--- src/rtl/divider_core.sv ---
// divider_core: sequential unsigned restoring divider, one quotient bit per clock.
// Optional build macro DIVIDER_DIV0_SATURATE_EN: on divide-by-zero return
// quotient = all ones and remainder = numerator instead of zeros.
module divider_core #(
  parameter int WIDTH = 8
) (
  input  logic             calculation_clk,
  input  logic             rst_n,
  input  logic [WIDTH-1:0] denominator_i,
  input  logic [WIDTH-1:0] numerator_i,
  output logic [WIDTH-1:0] remainder_o,
  output logic [WIDTH-1:0] quotient_o,
  input  logic             control_i,
  output logic [2:0]       status_o
);
  localparam int CW = $clog2(WIDTH + 1);
  typedef enum logic [1:0] {IDLE, CALC, DONE} state_t;
  state_t           state_q, state_d;
  logic [WIDTH-1:0] partial_q, partial_d;
  logic [WIDTH-1:0] dividend_q, dividend_d;
  logic [WIDTH-1:0] den_q, den_d;
  logic [CW-1:0]    cnt_q, cnt_d;
  logic [WIDTH-1:0] quotient_d, remainder_d;
  logic             busy_d, dz_d, done_d;
  logic [WIDTH:0]   shifted, diff;
  logic             ge, last, den_zero;
  assign den_zero = denominator_i == '0;
  assign last     = cnt_q == CW'(1);
  // The dividend register doubles as the quotient: numerator bits shift out
  // of the top while quotient bits shift in at the bottom. Partial remainder
  // is extended to WIDTH+1 bits by the shift; the borrow of the trial
  // subtraction tells whether the quotient bit is 1.
  assign shifted  = {partial_q, dividend_q[WIDTH-1]};
  assign diff     = shifted - {1'b0, den_q};
  assign ge       = ~diff[WIDTH];
  // State register with asynchronous abort.
  always_ff @(posedge calculation_clk or negedge rst_n) begin
    if (!rst_n) state_q <= IDLE;
    else        state_q <= state_d;
  end
  // Next state: start from IDLE, count through CALC, leave DONE only on release.
  always_comb begin
    state_d = (state_q == IDLE) ? (control_i ? (den_zero ? DONE : CALC) : IDLE) :
              (state_q == CALC) ? (last ? DONE : CALC) :
              (control_i ? DONE : IDLE);
  end
  // Datapath and output next-values; everything holds unless started or iterating.
  always_comb begin
    partial_d   = partial_q;
    dividend_d  = dividend_q;
    den_d       = den_q;
    cnt_d       = cnt_q;
    quotient_d  = quotient_o;
    remainder_d = remainder_o;
    dz_d        = status_o[1];
    done_d      = status_o[2];
    if (state_q == IDLE && control_i) begin
      partial_d  = '0;
      dividend_d = numerator_i;
      den_d      = denominator_i;
      cnt_d      = CW'(WIDTH);
      dz_d       = den_zero;
      done_d     = den_zero;
      if (den_zero) begin
`ifdef DIVIDER_DIV0_SATURATE_EN
        quotient_d  = '1;
        remainder_d = numerator_i;
`else
        quotient_d  = '0;
        remainder_d = '0;
`endif
      end
    end else if (state_q == CALC) begin
      partial_d  = ge ? diff[WIDTH-1:0] : shifted[WIDTH-1:0];
      dividend_d = {dividend_q[WIDTH-2:0], ge};
      cnt_d      = cnt_q - CW'(1);
      if (last) begin
        quotient_d  = dividend_d;
        remainder_d = partial_d;
        done_d      = 1'b1;
      end
    end
    busy_d = state_d == CALC;
  end
  // Datapath and registered outputs.
  always_ff @(posedge calculation_clk or negedge rst_n) begin
    if (!rst_n) begin
      partial_q   <= '0;
      dividend_q  <= '0;
      den_q       <= '0;
      cnt_q       <= '0;
      quotient_o  <= '0;
      remainder_o <= '0;
      status_o    <= '0;
    end else begin
      partial_q   <= partial_d;
      dividend_q  <= dividend_d;
      den_q       <= den_d;
      cnt_q       <= cnt_d;
      quotient_o  <= quotient_d;
      remainder_o <= remainder_d;
      status_o    <= {done_d, dz_d, busy_d};
    end
  end
endmodule

--- config.mk ---
export PLATFORM = sky130hd
export DESIGN_NAME = divider_core
export DESIGN_NICKNAME = d
export VERILOG_FILES = /design/src/rtl/divider_core.sv
export SDC_FILE = /design/constraint.sdc
export NUM_CORES = 1
export LEC_CHECK = 0
export BUFFER_PORTS_ARGS = -buffer_cell sky130_fd_sc_hd__buf_2
export CAP_MARGIN = 20
export CORE_UTILIZATION = 55
export CTS_CLUSTER_DIAMETER = 120
export DETAILED_ROUTE_END_ITERATION = 12
export PLACE_DENSITY = 0.78
export SLEW_MARGIN = 40
export SYNTH_ARGS = -nofsm -noshare
export SYNTH_HDL_FRONTEND = slang
export SYNTH_SLANG_ARGS = --single-unit
--- constraint.sdc ---
create_clock -name calculation_clk -period 4.8 [get_ports calculation_clk]
set_clock_uncertainty 0.05 [all_clocks]
set_input_delay 1.44 -clock calculation_clk [delete_from_list [all_inputs] [get_ports calculation_clk]]
set_output_delay 1.44 -clock calculation_clk [all_outputs]
set_load 0.03 [all_outputs]
## Word-level counts from Yosys, hierarchy flattened

Cells that the tools add are included.

| operators by class | value |
|---|---|
| add/subtract/negate cells | 2 |
| eq/ne operators | 4 |
| muxes and demuxes | 23 |
| bitwise logic cells | 1 |
| reductions and logical operators | 7 |

Operators by type and width:

| cell | number |
|---|---|
| 8-bit 2-to-1 mux | 12 |
| 2-bit 2-to-1 mux | 6 |
| 9-bit by 8-bit subtractor with 9-bit output | 1 |
| 8-bit zero test | 1 |
| 4-bit 2-to-1 mux | 2 |
| 2-bit by 1-bit equality test with 1-bit output, second input constant | 2 |
| 4-bit by 1-bit equality test with 1-bit output, second input constant | 1 |
| 2-bit nonzero test | 2 |
| 4-bit by 1-bit subtractor with 4-bit output, second input constant | 1 |
| 1-bit 2-to-1 mux | 3 |
| 3-bit AND reduction | 1 |
| 2-bit zero test | 1 |
| 2-bit inequality test, second input constant | 1 |
| 2-bit AND reduction | 1 |
| 1-bit logical AND | 1 |
| 1-bit NOT | 1 |

| storage, ports and cells | value |
|---|---|
| flip-flop bits (word level) | 49 |
| logic and storage cells | 47 |

## Longest topological paths before layout

| depth | value |
|---|---|
| word-level depth | 5 |
| mapped depth | 11 |
| mapped depth without buffers | 10 |

## Worst setup path before layout

No wires, ideal clock.

| path | value |
|---|---|
| kind | in2reg |
| from | input port denominator_i[5] |
| to | register quotient_o[6] |
| data arrival time | 2.639 ns |
| data required time | 4.629 ns |
| slack | 1.990 ns |
| stages on the path | 5 |
| buffers on the path | 1 |
| cells stage by stage | or4_1 > nor2_2 > a21oi_4 > buf_4 > a22o_1 |

| between the ends | value |
|---|---|
| word-level cells in the longest chain between the ends | 3 |

RTL lines:

| element | RTL line | source |
|---|---|---|
| from (decl) | 9 | `input logic [WIDTH-1:0] denominator_i,` |
| 8-bit zero test | 27 | `assign den_zero = denominator_i == '0;` |
| 2-bit inequality test (no line) | n/a |  |
| 3-bit AND reduction (no line) | n/a |  |
| to (signal assigned) | 100 | `quotient_o <= quotient_d;` |
| to (decl) | 12 | `output logic [WIDTH-1:0] quotient_o,` |

No other way between the ends.
A chain may end at the register's enable or synchronous reset.

## Worst setup path after layout

| path | value |
|---|---|
| from | input port control_i |
| to | register cnt_q[3] |

| between the ends | value |
|---|---|
| word-level cells in the longest chain between the ends | 2 |
| elaborated cells between the ends (all ways) | 3 |

RTL lines:

| element | RTL line | source |
|---|---|---|
| from (decl) | 13 | `input logic control_i,` |
| 1-bit logical AND (*) | 57 | `if (state_q == IDLE && control_i) begin` |
| 4-bit 2-to-1 mux / 2-bit nonzero test (equally long branches) | n/a |  |
| to (signal assigned) | 99 | `cnt_q <= cnt_d;` |
| to (decl) | 22 | `logic [CW-1:0] cnt_q, cnt_d;` |

Mark *: on every way between the ends. The rest lies on a longest branch, timed or not.

==> impl_metrics.csv <==
group,metric,value,unit
setup_path,crit_slowest_cell,"nor2_2",
cts,cts_resized,0,
setup_path,worst-setup-path-type,"primary input to flip-flop",
cts,postCtsHoldBufs,0,
layout,synthToLayoutAreaGrowth,12.6,%
synthesis,syn_avg_cell_area,9.98,µm²
sta,slew_viol_final,0,
synthesis,synth_nets,275,
drt,dr_total_vias,1837,
pwr,peakVddDrop,0.000341,V
setup_path,critPathTopFamily,"simple AND/OR/NAND/NOR gates",
global_route,grt_max_degree,50,
setup_path,ff2ff_setup_slack,2190,ps
place,hpwl,3500,µm
pwr,p_leak,1.33,nW
sta,whs,429,ps
drt,ant_nets,0,
global_route,antenna_found_initial,0,
floorplan,dieArea,0.00472,mm²
cts,cts_sinks,49,
setup_path,path_cells,"buf_2, nor2_1, nor2_2, nand2_1, nor4_1, xnor2_1, nand2_1",
drt,drt-vias-per-instance,5.53,
drt,drc,0,
layout,antenna_cells,0,
synthesis,synth_mux_area_frac,0.0435,
cts,htreeDepth,2,
place,gp_congestion,0.767,
sta,fin_tns_setup,0,ps
synthesis,ys_seq_elements,49,
sta,period_share,0.644,
sta,finalHoldViolations,0,
floorplan,core,0.00414,mm²
floorplan,rows,23,
synthesis,synth_simple_gate_area_frac,0.160,
global_route,globalRouteOverflowTotal,0,
sta,setup_viol,0,
sta,worst_pin_slew,669,ps
synthesis,synth_compound_area_frac,0.175,
layout,drive_above_1_share,0.216,
setup_path,crit_fanout,19,
layout,fin_cells,332,
setup_path,path_buf_inv,1,
cts,cts_root_buffer,"clkbuf_8",
global_route,grt_use_total,0.240,
synthesis,synth_top_family_by_area,"compound AO/OA/AOI/OAI gates",
outcome,status,"finished, final reports clean",
synthesis,synthFlopType,"dfrtp_1",
floorplan,io-pin-count,38,
drt,routedWlPerCell,14.8,µm
global_route,grt_pass1_vias,1648,
cts,clkLatencyLatePin,310,ps
synthesis,synth_xor_area_frac,0.0215,
floorplan,initial_utilization,0.590,
cts,clk_pin_slew_worst_paths,100,ps
place,io_buffers,37,
drt,routed_wl,4930,µm
synthesis,ys_seq_area_frac,0.502,
floorplan,die_w,68.7,µm
run,drv_cap,0,
place,dp_cells,324,
cts,cts_tree,"done",
global_route,grt_pass1_wl,8140,µm
setup_path,arrival,3230,ps
sta,finalCriticalPeriod,3090,ps
synthesis,ys_types,43,
setup_path,max_stage_delay,520,ps
synthesis,postSynthCellCount,245,
cts,clockBufferDepth,2,
setup_path,required,4930,ps
drt,drt_iter0_markers,104,
sta,slew_headroom,0.554,
floorplan,die_h,68.7,µm
setup_path,cp-start-kind,"primary input",
setup_path,cp-end-kind,"flip-flop",
synthesis,synth_area,0.00244,mm²
cts,numCtsBuffers,5,
synthesis,synthAdderAreaFrac,0.0594,
synthesis,synth-edff-count,0,
synthesis,async_flop_share,1.00,
synthesis,yosysWarnings,0,
sta,fmax,323,MHz
pwr,power_density,855,mW/mm²
sta,rsz0062_at_grt,"no",
setup_path,critPathMostFrequentCell,"nand2_1",
layout,final_nets,311,
min_path,min_path_type,"flip-flop to flip-flop",
drt,dr.pass1.iters,4,
cts,post_cts_buffers,0,
==> cells in the mapped netlist (4+ instances only) <==
cell | number | area (µm²)
a21oi_1 | 5 | 25.0
a22o_1 | 8 | 70.1
a31oi_1 | 7 | 43.8
clkbuf_1 | 4 | 15.0
dfrtp_1 | 49 | 1230
ha_1 | 10 | 125
inv_1 | 12 | 45.0
mux2i_1 | 8 | 80.1
nand2_1 | 49 | 184
nor2_1 | 17 | 63.8
o21ai_0 | 27 | 135
xnor2_1 | 4 | 35.0
==> placed cells by master, fill, tap and decap left out, drive strengths merged, types with 3 or more instances in the layout <==
cell / n
buf: 39
nor2: 19
nand2: 49
inv: 13
dfrtp: 49
a21o: 3
a22o: 8
ha: 10
o21ai: 29
a31oi: 7
a21oi: 6
clkbuf: 5
mux2i: 8
o22ai: 3
xnor2: 4
==> per-layer routing <==
metal  vias up  wire length [µm]  global-route usage
li1        923                 -                   -
met2        52              2190               0.342
met1       858              2490               0.368
met5         -                 0                   0
met4         0                42              0.0781
met3         4               196              0.0362
==> where the power goes <==
part           internal [W]  switching, W  total (W)
Clock              0.000106      0.000149   0.000255
Combinational      0.000545      0.000801    0.00135
Sequential         0.000616      0.000136   0.000752
Total               0.00127       0.00109    0.00235
==> worst paths after layout <==
kind / startpoint / endpoint / cells after the start
setup / recovery: control_i / cnt_q[3] / 7
hold / removal: remainder_o[1] / remainder_o[1] / 2
setup reg to reg: dividend_q[7] / partial_q[2] / 10
hold reg to reg: remainder_o[1] / remainder_o[1] / 2
max in group asynchronous: rst_n / partial_q[4] / 1
min in group asynchronous: rst_n / den_q[7] / 1
==> final cells by class <==
cell class / count / area [µm²]
tap: 50 / 62.6
clock inverter: 3 / 26.3
inverter: 12 / 45.0
sequential: 49 / 1230
timing repair buffer: 39 / 203
fill: 337 / 1390
clock buffer: 5 / 68.8
multi-input combinational: 174 / 1120
==> registers in the layout, summed over array words and instances, names as in the netlist <==
| register | cells |
|---|---|
| state_q | 2 |
| den_q | 8 |
| remainder_o | 8 |
| quotient_o | 8 |
| partial_q | 8 |
| cnt_q | 4 |
| status_o | 3 |
| dividend_q | 8 |
==> tightest hold or removal path: stages, from the launching register on <==
cell and delay, ps:
dfrtp_1 350, nand2_1 40, o21ai_0 60
==> cells by family (layout without fill, tap and decap cells) <==
family	Yosys count	in the layout
AOI/OAI and AO/OA	65	65
adders and majority gates	11	11
muxes	10	10
and+or+nand+nor	82	82
xor gates and xnor gates	6	6
buffers and inverters	22	59
DFF	49	49
==> through the flow <==
stage          instance area (µm²)   util  power [W]  setup slack (ps)
2_1_floorplan                 2440      -    0.00181              1990
3_3_place_gp                  2660  0.641    0.00206              1530
3_5_place_dp                  2660  0.641    0.00210              1410
4_1_cts                       2750  0.664    0.00236              1760
5_1_grt                       2750  0.664    0.00256              1480
6_report                      2750  0.664    0.00235              1710
(Power assumes the default switching activity.)
